`config.mk`:
```
export PLATFORM = sky130hd
export DESIGN_NAME = uart_tx_fifo
export DESIGN_NICKNAME = d
export VERILOG_FILES = /design/src/rtl/uart_tx_fifo.sv
export SDC_FILE = /design/constraint.sdc
export NUM_CORES = 1
export LEC_CHECK = 0
export ABC_CLOCK_PERIOD_IN_PS = 6800
export BUFFER_PORTS_ARGS = -buffer_cell sky130_fd_sc_hd__buf_4
export CAP_MARGIN = 25
export CORE_MARGIN = 2
export CORE_UTILIZATION = 35
export CTS_CLUSTER_DIAMETER = 80
export DETAILED_ROUTE_END_ITERATION = 8
export HOLD_SLACK_MARGIN = 0.12
export PLACE_DENSITY_LB_ADDON = 0.2
export SYNTH_ARGS = -nofsm -noshare
export SYNTH_HDL_FRONTEND = slang
export SYNTH_SLANG_ARGS = --single-unit
```
`constraint.sdc`:
```
create_clock -name clk -period 6.8 [get_ports clk]
set_input_delay 0.68 -clock clk [delete_from_list [all_inputs] [get_ports clk]]
set_output_delay 0.68 -clock clk [all_outputs]
set_load 0.005 [all_outputs]
```
`src/rtl/uart_tx_fifo.sv`:
```
// Queued RS-232 transmitter: a power-of-two word FIFO feeding a start/data/parity/stop
// serialiser. Frames run back to back while the FIFO holds data.
module uart_tx_fifo #(
  parameter int unsigned CLK_DIV    = 100,
  parameter int unsigned DATA_BITS  = 8,
  parameter int unsigned PARITY     = 0,
  parameter int unsigned STOP_BITS  = 1,
  parameter int unsigned FIFO_DEPTH = 16
) (
  input  logic                          clk,
  input  logic                          rst_n,
  input  logic [DATA_BITS-1:0]          wr_data,
  input  logic                          wr_valid,
  output logic                          wr_ready,
  output logic                          tx,
  output logic                          busy,
  output logic [$clog2(FIFO_DEPTH):0]   fifo_level,
  output logic                          overflow
);

  localparam int unsigned AddrW  = $clog2(FIFO_DEPTH);
  localparam int unsigned LevelW = AddrW + 1;

  localparam logic [15:0] BaudReload = 16'(CLK_DIV - 1);
  localparam logic [3:0]  LastData   = 4'(DATA_BITS - 1);
  localparam logic [3:0]  LastStop   = 4'(STOP_BITS - 1);

  typedef enum logic [2:0] {StIdle, StStart, StData, StParity, StStop} state_e;

  // FIFO storage and bookkeeping
  logic [DATA_BITS-1:0] mem_q [FIFO_DEPTH];
  logic [AddrW-1:0]     wr_ptr_q, wr_ptr_d;
  logic [AddrW-1:0]     rd_ptr_q, rd_ptr_d;
  logic [LevelW-1:0]    level_q, level_d;
  logic                 ovf_q, ovf_d;
  logic                 full, empty, wr_en, pop;
  logic [DATA_BITS-1:0] head;

  // Serialiser state
  state_e               state_q, state_d;
  logic [15:0]          baud_q, baud_d;
  logic [3:0]           bit_cnt_q, bit_cnt_d;
  logic [DATA_BITS-1:0] shift_q, shift_d;
  logic                 par_q, par_d;
  logic                 tx_q, tx_d;
  logic                 baud_last;

  assign full      = (level_q == LevelW'(FIFO_DEPTH));
  assign empty     = (level_q == '0);
  // A full FIFO refuses writes even if a pop happens in the same cycle.
  assign wr_en     = wr_valid & ~full;
  assign head      = mem_q[rd_ptr_q];
  assign baud_last = (baud_q == 16'd0);

  // Serialiser next state; every bit boundary reloads the baud counter.
  always_comb begin
    state_d   = state_q;
    baud_d    = baud_q;
    bit_cnt_d = bit_cnt_q;
    shift_d   = shift_q;
    par_d     = par_q;
    tx_d      = tx_q;
    pop       = 1'b0;
    unique case (state_q)
      StIdle: begin
        tx_d = 1'b1;
        if (!empty) pop = 1'b1;
      end
      StStart: begin
        if (baud_last) begin
          state_d   = StData;
          baud_d    = BaudReload;
          bit_cnt_d = 4'd0;
          tx_d      = shift_q[0];
        end else begin
          baud_d = baud_q - 16'd1;
        end
      end
      StData: begin
        if (baud_last) begin
          baud_d = BaudReload;
          if (bit_cnt_q == LastData) begin
            bit_cnt_d = 4'd0;
            if (PARITY != 0) begin
              state_d = StParity;
              tx_d    = par_q;
            end else begin
              state_d = StStop;
              tx_d    = 1'b1;
            end
          end else begin
            bit_cnt_d = bit_cnt_q + 4'd1;
            shift_d   = shift_q >> 1;
            tx_d      = shift_q[1];
          end
        end else begin
          baud_d = baud_q - 16'd1;
        end
      end
      StParity: begin
        if (baud_last) begin
          state_d   = StStop;
          baud_d    = BaudReload;
          bit_cnt_d = 4'd0;
          tx_d      = 1'b1;
        end else begin
          baud_d = baud_q - 16'd1;
        end
      end
      StStop: begin
        if (baud_last) begin
          if (bit_cnt_q == LastStop) begin
            if (!empty) pop = 1'b1;
            else        state_d = StIdle;
          end else begin
            bit_cnt_d = bit_cnt_q + 4'd1;
            baud_d    = BaudReload;
          end
        end else begin
          baud_d = baud_q - 16'd1;
        end
      end
      default: begin
        state_d = StIdle;
        tx_d    = 1'b1;
      end
    endcase

    // Loading a word starts the next frame immediately, from idle or the last stop cycle.
    if (pop) begin
      state_d = StStart;
      baud_d  = BaudReload;
      shift_d = head;
      par_d   = (PARITY == 1) ? ~^head : ^head;
      tx_d    = 1'b0;
    end
  end

  // FIFO pointer, level and sticky overflow next state
  always_comb begin
    wr_ptr_d = wr_en ? wr_ptr_q + AddrW'(1) : wr_ptr_q;
    rd_ptr_d = pop ? rd_ptr_q + AddrW'(1) : rd_ptr_q;
    level_d  = level_q;
    if (wr_en && !pop)      level_d = level_q + LevelW'(1);
    else if (!wr_en && pop) level_d = level_q - LevelW'(1);
    ovf_d = ovf_q | (wr_valid & full);
  end

  // Register file with synchronous active-low reset; reset aborts any frame.
  always_ff @(posedge clk) begin
    if (!rst_n) begin
      state_q   <= StIdle;
      baud_q    <= 16'd0;
      bit_cnt_q <= 4'd0;
      shift_q   <= '0;
      par_q     <= 1'b0;
      tx_q      <= 1'b1;
      wr_ptr_q  <= '0;
      rd_ptr_q  <= '0;
      level_q   <= '0;
      ovf_q     <= 1'b0;
    end else begin
      state_q   <= state_d;
      baud_q    <= baud_d;
      bit_cnt_q <= bit_cnt_d;
      shift_q   <= shift_d;
      par_q     <= par_d;
      tx_q      <= tx_d;
      wr_ptr_q  <= wr_ptr_d;
      rd_ptr_q  <= rd_ptr_d;
      level_q   <= level_d;
      ovf_q     <= ovf_d;
    end
  end

  // FIFO storage needs no reset; pointers define validity.
  always_ff @(posedge clk) begin
    if (wr_en) mem_q[wr_ptr_q] <= wr_data;
  end

  assign wr_ready   = ~full;
  assign tx         = tx_q;
  assign busy       = (state_q != StIdle) | ~empty;
  assign fifo_level = level_q;
  assign overflow   = ovf_q;

endmodule

```
* Yosys cells after proc, flatten, opt, wreduce, memory -nomap -nowiden
Memories as Yosys holds them, arrays and structs flattened. A register that Yosys moved wholly into a read port is not among the register bits.
Cells that the tools add are included.
** Storage, ports and cells
- Bits of input ports :: 11
- Logic and storage cells :: 118
- RAM bits :: 128
- Output and inout port bits :: 9
- Memories kept :: 1
- Flip-flop bits (word level) :: 46
** Operators by class
- Eq/ne operators :: 27
- Add/subtract/negate cells :: 6
- Reduce and logical (&&, ||, !) cells :: 25
- Bitwise operators :: 8
- Muxes and demuxes :: 40
** Memories
- mem_q :: words 16, bits a word 8, rd ports 1, clocked after Yosys merged registers in 1, wr ports 1, line 31 : logic [DATA_BITS-1:0] mem_q [FIFO_DEPTH];
** Operator list (count)
- $mux 16 :: 3
- $mux 8 :: 4
- $pmux 16 s2 :: 1
- $mux 4 :: 7
- $ne 3x3->1 const B :: 8
- $ne 2x2->1 const B :: 11
- $mux 3 :: 7
- $logic_not 16->1 :: 1
- $reduce_and 8->1 :: 2
- $sub 16x1->16 const B :: 1
- $pmux 3 s5 :: 1
- $add 4x1->4 const B :: 3
- $pmux 4 s3 :: 1
- $mux 1 :: 11
- $mux 5 :: 2
- $reduce_bool 3->1 :: 3
- $reduce_bool 2->1 :: 4
- $mux 7 :: 1
- $eq 3x2->1 const B :: 2
- $add 5x1->5 const B :: 1
- $eq 5x5->1 const B :: 1
- $logic_not 5->1 :: 1
- $reduce_and 5->1 :: 1
- $sub 5x1->5 const B :: 1
- other kinds (19) :: 28

* Logic depth before layout (Yosys ltp)
- Depth after elaboration :: 8
- Mapped depth :: 15
- Depth with buffers taken out :: 15

* Worst setup path before layout
No wires, ideal clock.
- Path type :: register to register
- Start point :: register level_q[0] (netlist: fifo_level[0])
- End point :: register level_q[4] (netlist: fifo_level[4])
- Path buffers :: 1
- Required time :: 6.685 ns
- Library setup time :: 0.115 ns
- Setup slack :: 3.794 ns
- Clock period less this slack :: 3.006 ns
- Arrival :: 2.891 ns
- Cell stages (with the launch flop) :: 14
- Cell sequence :: dfxtp_1 > or4_4 > o21a_1 > buf_2 > nand2_4 > ha_1 > inv_1 > ha_1 > nor2b_1 > o21a_1 > or3_1 > a21oi_1 > xor2_1 > and2_1
** On the way
- Longest elaborated chain between the ends :: 8
- Elaborated cells on any way between the ends :: 17
- Those cells by class :: add/sub (2); eq/ne (1); mux (6); bitwise (2); reduce/logical (6)
** Ends and longest elaborated chain
- start, declared :: line 34 : logic [LevelW-1:0] level_q, level_d;
- start signal, assigned :: line 171 : level_q <= level_d;
- $logic_not 5->1 :: line 49 : assign empty = (level_q == '0);
- $mux 1 :: line 67, 113
- $mux 1 :: line 112 : if (bit_cnt_q == LastStop) begin
- $mux 1 :: line 111 : if (baud_last) begin
- $pmux 1 s2 :: line 64 : unique case (state_q)
- $logic_not 1->1 :: line 144 : if (wr_en && !pop) level_d = level_q + LevelW'(1);
- $logic_and 1x1->1 :: line 144
- $mux 5 or $reduce_bool 2->1 (tied branches)
Several ways; a longest one is shown, not always the timed one. The select of a mux whose other input is x is not followed.
A chain may end at the register's enable or synchronous reset.

* Final worst setup path
- Start point :: register baud_q[0]
- End point :: register level_q[4] (netlist: fifo_level[4])
** On the way
- Longest elaborated chain between the ends :: 6
- Elaborated cells on any way between the ends :: 8
- Those cells by class :: mux (3); reduce/logical (5)
** Ends and longest elaborated chain
- start, declared :: line 41 : logic [15:0] baud_q, baud_d;
- start signal, assigned :: line 164 : baud_q <= baud_d;
- $logic_not 16->1 (*) :: line 53 : assign baud_last = (baud_q == 16'd0);
- $mux 1 (*) :: line 111
- $pmux 1 s2 (*) :: line 64
- $logic_not 1->1 :: line 144
- $logic_and 1x1->1 :: line 144
- $mux 5 or $reduce_bool 2->1 (tied branches)
Every way passes the cells marked *; elsewhere a longest branch is shown, timed or not.

==> metrics <==
run status completed; number of vias in the routed layout 4,429; post-placement cell area 8080 sq um; number of non-filler instances in the completed layout 848; arrival time of data at the critical path endpoint 3650 ps; largest family of logic cells by synthesized area multiplexers; number of placement rows 54; ports placed on the boundary 20; number of H-tree branching levels 4; Top FF cell, synth sky130_fd_sc_hd__edfxtp_1; Antenna Diode Count 0; maximum capacitance violations 0; Post-Synthesis Net Count 565; antenna-violating nets left 0; placed cell count 816; hold violation total from the final report 0; total power divided by cell area 378 nW/um^2; Post-Syn Instances 539; Post-CTS Repair Setup Buffers 0; RSZ-0062 raised after global routing false; number of DRC markers in iteration 0 224; count of hold buffers inserted by post-cts repair 0; portion of the post-synthesis area used by sequential elements 63.2%; number of nets in the final layout 581; LEAKAGE 2.88 nW; aggregate negative setup slack 0 ps; multi-input logic area 2660 sq um; per-cell via count in the routed design 5.22; via count of the first global-routing pass 4,448; final global-route overflow total 0; average size of a mapped cell 14.2 sq um; IR drop worst, VDD 156 uV; total non-filler cell area in the finished layout 8660 sq um; critical path type reg2reg; Post-Synth XOR/XNOR Area 2.17%; share of the cycle needed by the critical path after routing 48.9%; largest buffer count on any clock path 2; estimated wirelength of the detail-placed design 10,700 um; CP Max Fanout 17; simple-gate portion of the synthesized area 9.43%; setup skew after layout 8.29 ps; pin slew with the least headroom to its limit 848 ps; cell chain of the critical path inv_1 > ha_1 > nor4b_2 > nand4_4 > o21ai_4 > nand2_4 > ha_1 > inv_1 > ha_1 > nor2b_1 > o21a_1 > or3_1 > a21oi_1 > xor2_1 > and2_1; sequential standard cell area 4850 sq um; port bufs 19; capturing element type of the critical path flip-flop; buffer type at the clock tree root sky130_fd_sc_hd__clkbuf_16; FMAX 0.301 GHz; area enclosed by the die boundary 23,100 sq um; initial core utilization 35.3%; floorplan die width 152 um; worst min-delay path class reg2reg; netlist area before placement 7670 sq um; pin count of the biggest net entering global routing 45; Max stage delay on crit path 330 ps; Distinct cells, synth 66; number of storage elements in the synthesis netlist 178; Critical Path Most Common Cell sky130_fd_sc_hd__ha_1; synth warn 0; height of the die 152 um; first-pass GRT wire length 25,700 um; CTS tree built; Num CTS Buffers 17; cell with the largest stage delay on the worst path sky130_fd_sc_hd__dfxtp_1; startpoint class of the critical path flip-flop; number of enable-type register cells in the synthesized netlist 128; fraction of layout instances using a drive strength above 1 17.8%; fraction of synthesized area in multiplexers 10.3%; First-pass DRT Iterations 4; total number of clock tree sinks 178; final RePlAce weighted congestion 0.760; number of design rule violations left after detail routing 0; Async S/R FF share, synth 0%; area fraction in compound gates after synthesis 10.2%; Routed WL 16,300 um; Setup Viol. Count Final 0; Core ar. 21,700 sq um; CTS clock-pin slew for the worst setup and hold paths 70 ps; routed length per instance 19.2 um; adder and majority gate portion of the synthesized area 2.55%; source-to-sink clock delay at the later pin of the worst-skew pair 430 ps; worst-case headroom to the max-slew limit 43.2%; max-slew violation total from the final report 0; number of cells upsized or downsized after cts 0; critical path data required time 7120 ps; layout-stage area growth over the synthesis result 13.0%; shortest period the worst path allows 3330 ps; global router's overall resource usage 14.6%; initial antenna violation count 0; Fillers 2,017
[metal layers]
layer	part of all wire [%]	global-route usage (%)	vias up
met3	3.9	3.37	18
met4	1.5	4.81	0
met2	49	24.0	84
met5	0	0	-
li1	-	-	2099
met1	45	19.3	2228
[sequential cells by signal (all words and copies together), names as in the netlist, named ones only]
| register | count |
|---|---|
| baud_q | 16 |
| bit_cnt_q | 4 |
| fifo_level | 5 |
| mem_q | 128 |
| overflow | 1 |
| rd_ptr_q | 4 |
| shift_q | 8 |
| state_q | 3 |
| tx | 1 |
| wr_ptr_q | 4 |
[cell families (layout without fill, tap and decap cells)]
kind of cell    Yosys count  in the layout
flops                   178            178
simple gates            124            124
fa+ha+maj                15             15
xor+xnor                 19             19
mux                      53             53
buf+inv                  38             67
compound gates          112            112
[final timing paths]
kind,startpoint,endpoint,slack (ps),cells after the start
worst max-delay path,baud_q[0],fifo_level[4],3470,15
worst min-delay path,rd_ptr_q[3],rd_ptr_q[3],490,2
worst max register to register,baud_q[0],fifo_level[4],3470,15
worst min register to register,rd_ptr_q[3],rd_ptr_q[3],490,2
[worst max-delay path: cells and delay by family, from the launching register on]
kind	cells	cell delay, ps
AND/OR/NAND/NOR	6	1290
adder cells (fa/ha/maj)	3	670
AO/OA/AOI/OAI	3	630
flip-flops	1	330
buffers and inverters	2	220
XOR/XNOR	1	80
[cells in the final DEF, fill, tap and decap left out, drive strengths merged, types with 3 or more instances in the layout]
cell and instances:
a21boi 4, a21o 3, a21oi 25, a221oi 12, and2 13, buf 25
clkbuf 18, clkinv 8, dfxtp 50, edfxtp 128, ha 14, inv 14
mux2 6, mux2i 27, mux4 20, nand2 20, nand2b 6, nand3 6
nand4 4, nor2 33, nor2b 7, nor3 10, nor3b 3, nor4 4
o211ai 5, o21a 10, o21ai 27, o22ai 9, o31ai 4, or3 7
or3b 3, xnor2 8, xor2 11
[metrics by stage]
step                      util [%]  hold slack (ps)  setup slack, ps  power, mW
after floorplan                  -              452             3790       2.09
after global placement        37.3              474             3540       2.33
after detailed placement      37.3              477             3480       2.35
after CTS                     39.9              489             3450       3.31
after global routing          39.9              496             3190       3.47
final                         39.9              486             3470       3.28
[report_power, final]
part           internal, mW  switching (mW)
registers              1.26          0.0884
logic                 0.426           0.541
clock network         0.518           0.442
total                  2.21            1.07
[cell usage after synthesis, types with 3 or more instances]
library cell | count | share of area (%)
sky130_fd_sc_hd__edfxtp_1 | 128 | 50
sky130_fd_sc_hd__dfxtp_1 | 50 | 13
sky130_fd_sc_hd__nor2_1 | 32 | 1.6
sky130_fd_sc_hd__mux2i_1 | 27 | 3.5
sky130_fd_sc_hd__a21oi_1 | 25 | 1.6
sky130_fd_sc_hd__o21ai_0 | 23 | 1.5
sky130_fd_sc_hd__mux4_2 | 20 | 5.9
sky130_fd_sc_hd__nand2_1 | 18 | 0.88
sky130_fd_sc_hd__clkbuf_1 | 16 | 0.78
sky130_fd_sc_hd__ha_1 | 14 | 2.3
sky130_fd_sc_hd__and2_1 | 13 | 1.1
sky130_fd_sc_hd__a221oi_1 | 12 | 1.4
sky130_fd_sc_hd__xor2_1 | 11 | 1.3
sky130_fd_sc_hd__inv_1 | 10 | 0.49
sky130_fd_sc_hd__nor3_1 | 10 | 0.65
sky130_fd_sc_hd__o21a_1 | 10 | 0.98
sky130_fd_sc_hd__o22ai_1 | 9 | 0.73
sky130_fd_sc_hd__buf_2 | 8 | 0.52
sky130_fd_sc_hd__xnor2_1 | 8 | 0.91
sky130_fd_sc_hd__nor2b_1 | 7 | 0.57
sky130_fd_sc_hd__or3_1 | 7 | 0.57
sky130_fd_sc_hd__mux2_2 | 6 | 0.88
sky130_fd_sc_hd__nand2b_1 | 6 | 0.49
sky130_fd_sc_hd__nand3_1 | 6 | 0.39
sky130_fd_sc_hd__o211ai_1 | 4 | 0.39
sky130_fd_sc_hd__a21boi_1 | 3 | 0.29
sky130_fd_sc_hd__a21o_1 | 3 | 0.29
sky130_fd_sc_hd__nand4_1 | 3 | 0.24
sky130_fd_sc_hd__or3b_2 | 3 | 0.34
[final cells by class]
class / instances / area share, %
clock buffer: 18 / 4.96
tap: 280 / 4.05
clock inverter: 14 / 1.76
timing repair buffer: 25 / 2.17
inverter: 10 / 0.433
sequential: 178 / 56.0
multi-input combinational: 323 / 30.7
(Power assumes the default switching activity.)
